$ cat src/rtl/demux_1to2_buf.sv
// demux_1to2_buf
//
// Registered 1-to-2 demultiplexer. One valid/ready input stream carries a
// word plus a select bit. Each word is steered into one of two output
// channels. Each channel has a single holding register with its own
// valid/ready handshake, so the two consumers stall independently of each
// other. Each channel also has a wrapping counter of delivered words.
//
// Ports:
//   clk, rst_n             clock, asynchronous active-low reset
//   in_valid/in_ready      input handshake
//   in_data, in_sel        input word and destination (0 -> ch0, 1 -> ch1)
//   out0_valid/out0_ready  channel 0 handshake, out0_data channel 0 word
//   out1_valid/out1_ready  channel 1 handshake, out1_data channel 1 word
//   cnt0, cnt1             words delivered per channel, mod 2^CNT_W

module demux_1to2_buf #(
  parameter int WIDTH = 16,
  parameter int CNT_W = 8
) (
  input  logic             clk,
  input  logic             rst_n,
  input  logic             in_valid,
  output logic             in_ready,
  input  logic [WIDTH-1:0] in_data,
  input  logic             in_sel,
  output logic             out0_valid,
  input  logic             out0_ready,
  output logic [WIDTH-1:0] out0_data,
  output logic             out1_valid,
  input  logic             out1_ready,
  output logic [WIDTH-1:0] out1_data,
  output logic [CNT_W-1:0] cnt0,
  output logic [CNT_W-1:0] cnt1
);

  localparam logic [CNT_W-1:0] CNT_ONE = {{(CNT_W-1){1'b0}}, 1'b1};

  logic             vld0, vld1;
  logic [WIDTH-1:0] reg0, reg1;
  logic [CNT_W-1:0] cnt0_q, cnt1_q;

  logic sel_vld, sel_rdy;
  logic acc, acc0, acc1;
  logic drain0, drain1;

  // in_ready looks only at the selected channel. A full channel can still
  // accept a word when its consumer drains in the same cycle, which gives
  // one word per cycle of throughput.
  always_comb begin
    sel_vld  = in_sel ? vld1 : vld0;
    sel_rdy  = in_sel ? out1_ready : out0_ready;
    in_ready = ~sel_vld | sel_rdy;
    acc      = in_valid & in_ready;
    acc0     = acc & ~in_sel;
    acc1     = acc & in_sel;
    drain0   = vld0 & out0_ready;
    drain1   = vld1 & out1_ready;
  end

  // Channel 0. An accept wins over a drain for vld. This keeps the register
  // full when the old word leaves and a new word arrives on the same edge.
  always_ff @(posedge clk or negedge rst_n) begin
    if (!rst_n) begin
      vld0   <= 1'b0;
      reg0   <= '0;
      cnt0_q <= '0;
    end else begin
      vld0 <= acc0 | (vld0 & ~drain0);
      if (acc0) reg0 <= in_data;
      if (drain0) cnt0_q <= cnt0_q + CNT_ONE;
    end
  end

  // Channel 1. This mirrors channel 0 and is fully independent of it.
  always_ff @(posedge clk or negedge rst_n) begin
    if (!rst_n) begin
      vld1   <= 1'b0;
      reg1   <= '0;
      cnt1_q <= '0;
    end else begin
      vld1 <= acc1 | (vld1 & ~drain1);
      if (acc1) reg1 <= in_data;
      if (drain1) cnt1_q <= cnt1_q + CNT_ONE;
    end
  end

  assign out0_valid = vld0;
  assign out0_data  = reg0;
  assign out1_valid = vld1;
  assign out1_data  = reg1;
  assign cnt0       = cnt0_q;
  assign cnt1       = cnt1_q;

endmodule

$ cat config.mk
export PLATFORM = sky130hd
export DESIGN_NAME = demux_1to2_buf
export DESIGN_NICKNAME = d
export VERILOG_FILES = /design/src/rtl/demux_1to2_buf.sv
export SDC_FILE = /design/constraint.sdc
export NUM_CORES = 1
export LEC_CHECK = 0
export ABC_AREA = 1
export ABC_CLOCK_PERIOD_IN_PS = 1400
export CORE_UTILIZATION = 40
export DETAILED_ROUTE_END_ITERATION = 10
export PLACE_DENSITY_LB_ADDON = 0.12
export SLEW_MARGIN = 30
export SYNTH_ARGS = -nofsm -noshare
export SYNTH_HDL_FRONTEND = slang
export SYNTH_SLANG_ARGS = --single-unit
$ cat constraint.sdc
create_clock -name clk -period 1.4 [get_ports clk]
set_input_delay 0.28 -clock clk [delete_from_list [all_inputs] [get_ports clk]]
set_output_delay 0.28 -clock clk [all_outputs]
set_load 0.03 [all_outputs]
==> out/metrics.csv <==
stage,metric,value,unit
critical_path,CP bufs+invs,2,
global_route,vias in the first global route,1641,
logic_synthesis,compound-gate portion of the synthesized area,13.2,%
cts,Clock Path Buffers,2,
critical_path,Critical Path Sink Type,output pin,
layout,area occupied by multi-input gates,788,sq um
logic_synthesis,#FFs+latches synth,50,
timing,Worst Clk Skew,0.00818,ns
cts,CTS Root Cell,clkbuf_8,
layout,n_diodes,0,
timing,setup ws final,-0.0954,ns
floorplan,die span in y,76.3,microns
critical_path,CP top delay family,flip-flops,
layout,Reg area,1250,sq um
critical_path,r2r endpoint,out1_data[8]$_DFFE_PN0P_,
timing,Final Hold Fails,0,
critical_path,worst-path fanout max,2,
critical_path,crit-path cells,"buf_6, nand2_4, nor2_2, a31oi_2, buf_6",
cts,Clock Pin Slew Worst Setup and Hold Paths,0.09,ns
route,Remaining DRCs,0,
logic_synthesis,Synth Area in Simple Gates,16.0,%
global_route,number of antenna violations at the first check in global routing,0,
global_route,total grt overflow,0,
route,total number of vias,1683,
pwr,clock share of power,21.2,%
layout,"commonest non-fill, non-tap cell in the layout",nand2_1,
cts,CTS H-tree depth,2,
logic_synthesis,Synth cell types,18,
worst_hold_path,worst hold start,out1_data[5]$_DFFE_PN0P_,
pwr,Power Total,4.93,mW
route,Detail Route Antenna Nets,0,
timing,RSZ-0062 raised after global routing,true,
layout,post-route insts no fill,386,
logic_synthesis,number of synthesized flops with an enable pin,0,
timing,fin crit period,1.50,ns
logic_synthesis,proportion of synthesized area in mux cells,1.02,%
floorplan,IO Pins,73,
logic_synthesis,xor/xnor share of the synthesized area,3.57,%
floorplan,Core Region,5200,sq um
logic_synthesis,Post-Synth Adder-Cell Area,1.13,%
pwr,PD cells,1490,nW/um^2
logic_synthesis,Syn Area/Cell,10.4,sq um
timing,fin. max-slew vios,0,
logic_synthesis,Mapped Cells,213,
global_route,first-pass GRT wire length,7920,microns
critical_path,reg2reg start,out1_valid$_DFF_PN0_,
route,DRT Wirelength,4510,microns
pwr,combinational share of power,40.6,%
cts,clock tree from TritonCTS,done,
placement,placer's final routability congestion estimate,0.740,
route,Pre-antenna DRT Iters,4,
outcome,status,"finished, violations left",
route,vias per cell,4.36,
worst_hold_path,Hold Path Sink,out1_data[5]$_DFFE_PN0P_,
global_route,largest net degree at the start of global routing,51,
cts,clock sink total,50,
layout,share of cells above drive strength 1,28.8,%
logic_synthesis,Mapped Area,2210,sq um
layout,Nets,339,
critical_path,Critical Path AT,1.22,ns
timing,Slew HR,77.5,%
logic_synthesis,Syn Nets,237,
route,First DRT Iteration DRCs,67,
worst_hold_path,Hold Path Depth,2,
timing,Hold WS,0.483,ns
pwr,Sw Share,37.1,%
flow_run,Max Cap Viol,0,
cts,total CTS buffers,5,
pwr,internal power,3.10,mW
logic_synthesis,synth warn,0,
pwr,leakage power,1.72,nW
pwr,sequential group share of total power,38.3,%
timing,pin slew with the least headroom to its limit,0.339,ns
layout,Area Overhead vs Synth,50.0,%
critical_path,crit start category,flip-flop,
logic_synthesis,largest family of logic cells by synthesized area,simple AND/OR/NAND/NOR gates,
floorplan,Initial Util,42.5,%
outcome,violated checks,setup timing,
critical_path,CP max stage cell,dfrtp_1,
worst_hold_path,Hold/Removal Path Class,flip-flop to flip-flop,
placement,IO buf count,72,
pwr,Psw,1.83,mW
floorplan,Die ar.,5830,sq um
cts,worst skew pair latency,0.30,ns
timing,"Setup violations, final",1,
logic_synthesis,"FFs w/ async S/R, synth",100,%
placement,worst slack at placement,-0.167,ns
timing,fmax,669,MHz
critical_path,CP peak stage delay,0.39,ns
timing,fin crit share,107,%
floorplan,Die W,76.3,microns
critical_path,kind of critical path,flip-flop to output pin,
pwr,worst vdd ir,878,uV
critical_path,CP dominant cell by count,buf_6,
floorplan,Std-Cell Rows,26,
layout,"commonest cells after routing, fill and taps aside","nand2_1, dfrtp_1, o21ai_2",
placement,Post-Place Cells,374,
logic_synthesis,register area share after synthesis,56.6,%
layout,Fill cells,483,
logic_synthesis,Synth Flop Type,dfrtp_1,
global_route,total track usage,17.4,%
route,routed len/inst,11.7,microns
critical_path,FF-to-FF setup slack,0.11,ns
placement,Post-DP HPWL,3170,microns
critical_path,CP required,1.12,ns
critical_path,reg2reg path depth,8,
==> cell usage after synthesis, types with 3 or more instances <==
cell type	instances	area [sq um]
buf_6	6	67.6
dfrtp_1	50	1250
inv_1	31	116
nand2_1	54	203
nand3_1	9	45.0
nand4_1	4	25.0
nor2_1	4	15.0
nor2_2	3	18.8
o21ai_2	32	280
xnor2_1	5	43.8
xor2_1	4	35.0
==> through the flow <==
step           setup TNS, ns  utilization, %  cell area [sq um]
2_1_floorplan              0               -               2220
3_3_place_gp           -2.15            61.6               3210
3_5_place_dp           -2.40            61.6               3210
4_1_cts               -0.106            63.5               3300
5_1_grt               -0.146            63.7               3320
6_report             -0.0954            63.7               3320
==> repair_timing <==
| item | in CTS | in global routing |
|---|---|---|
| setup endpoints to repair | 49 | 21 |
| endpoints found under the hold margin | 50 | 0 |
| hold buffers | 1 | 0 |
| resized for setup | 56 | 23 |
| pin swaps | 1 | 0 |
| buffers inserted | 2 | 1 |
==> per-layer routing <==
metal  global-route usage, %  vias up  share of wire, %
met3                    6.11        2               6.5
li1                        -      873                 -
met5                       0        -                 0
met4                    4.62        0              0.53
met2                    28.0       43                48
met1                    22.4      765                45
==> tightest hold or removal path: cells and delay by family (launching register included) <==
family           cells  cell delay (ns)
AO/OA/AOI/OAI        1             0.04
flip-flops           1             0.35
AND/OR/NAND/NOR      1             0.06
==> worst max-delay path by stage <==
stage                              start        to  depth (start not counted)
detailed placement            out1_ready  in_ready                          6
CTS                 out1_valid$_DFF_PN0_  in_ready                          5
finish              out1_valid$_DFF_PN0_  in_ready                          5
global placement              out1_ready  in_ready                          6
global route        out1_valid$_DFF_PN0_  in_ready                          5
floorplan           out1_valid$_DFF_PN0_  in_ready                          3
==> kinds of logic after synthesis <==
kind of cell	Yosys count
and+or+nand+nor	78
buffers and inverters	38
DFF	50
muxes	2
xor gates and xnor gates	9
adders and majority gates	2
AOI/OAI and AO/OA	34
==> power by group through the flow <==
stage          logic [mW]  clock network [mW]  registers, mW
6_report             2.00                1.04           1.89
3_5_place_dp         2.19                   0           1.92
4_1_cts              2.01                1.08           1.89
3_3_place_gp         2.17                   0           1.92
5_1_grt              2.14                1.16           1.93
2_1_floorplan       0.489                   0           2.57
==> sequential cells by signal, indices dropped and copies added, names as in the netlist <==
signal / cells
out0_data: 16
out1_valid: 1
out0_valid: 1
out1_data: 16
cnt0: 8
cnt1: 8
==> area by class of cell <==
cell class / count / share of cell area (%)
clock inverter: 3 / 1.43
timing repair buffer: 101 / 28.7
clock buffer: 5 / 2.07
multi-input combinational: 125 / 23.8
inverter: 32 / 3.62
tap: 70 / 2.64
sequential: 50 / 37.7
Power figures use the tool's default switching activity.
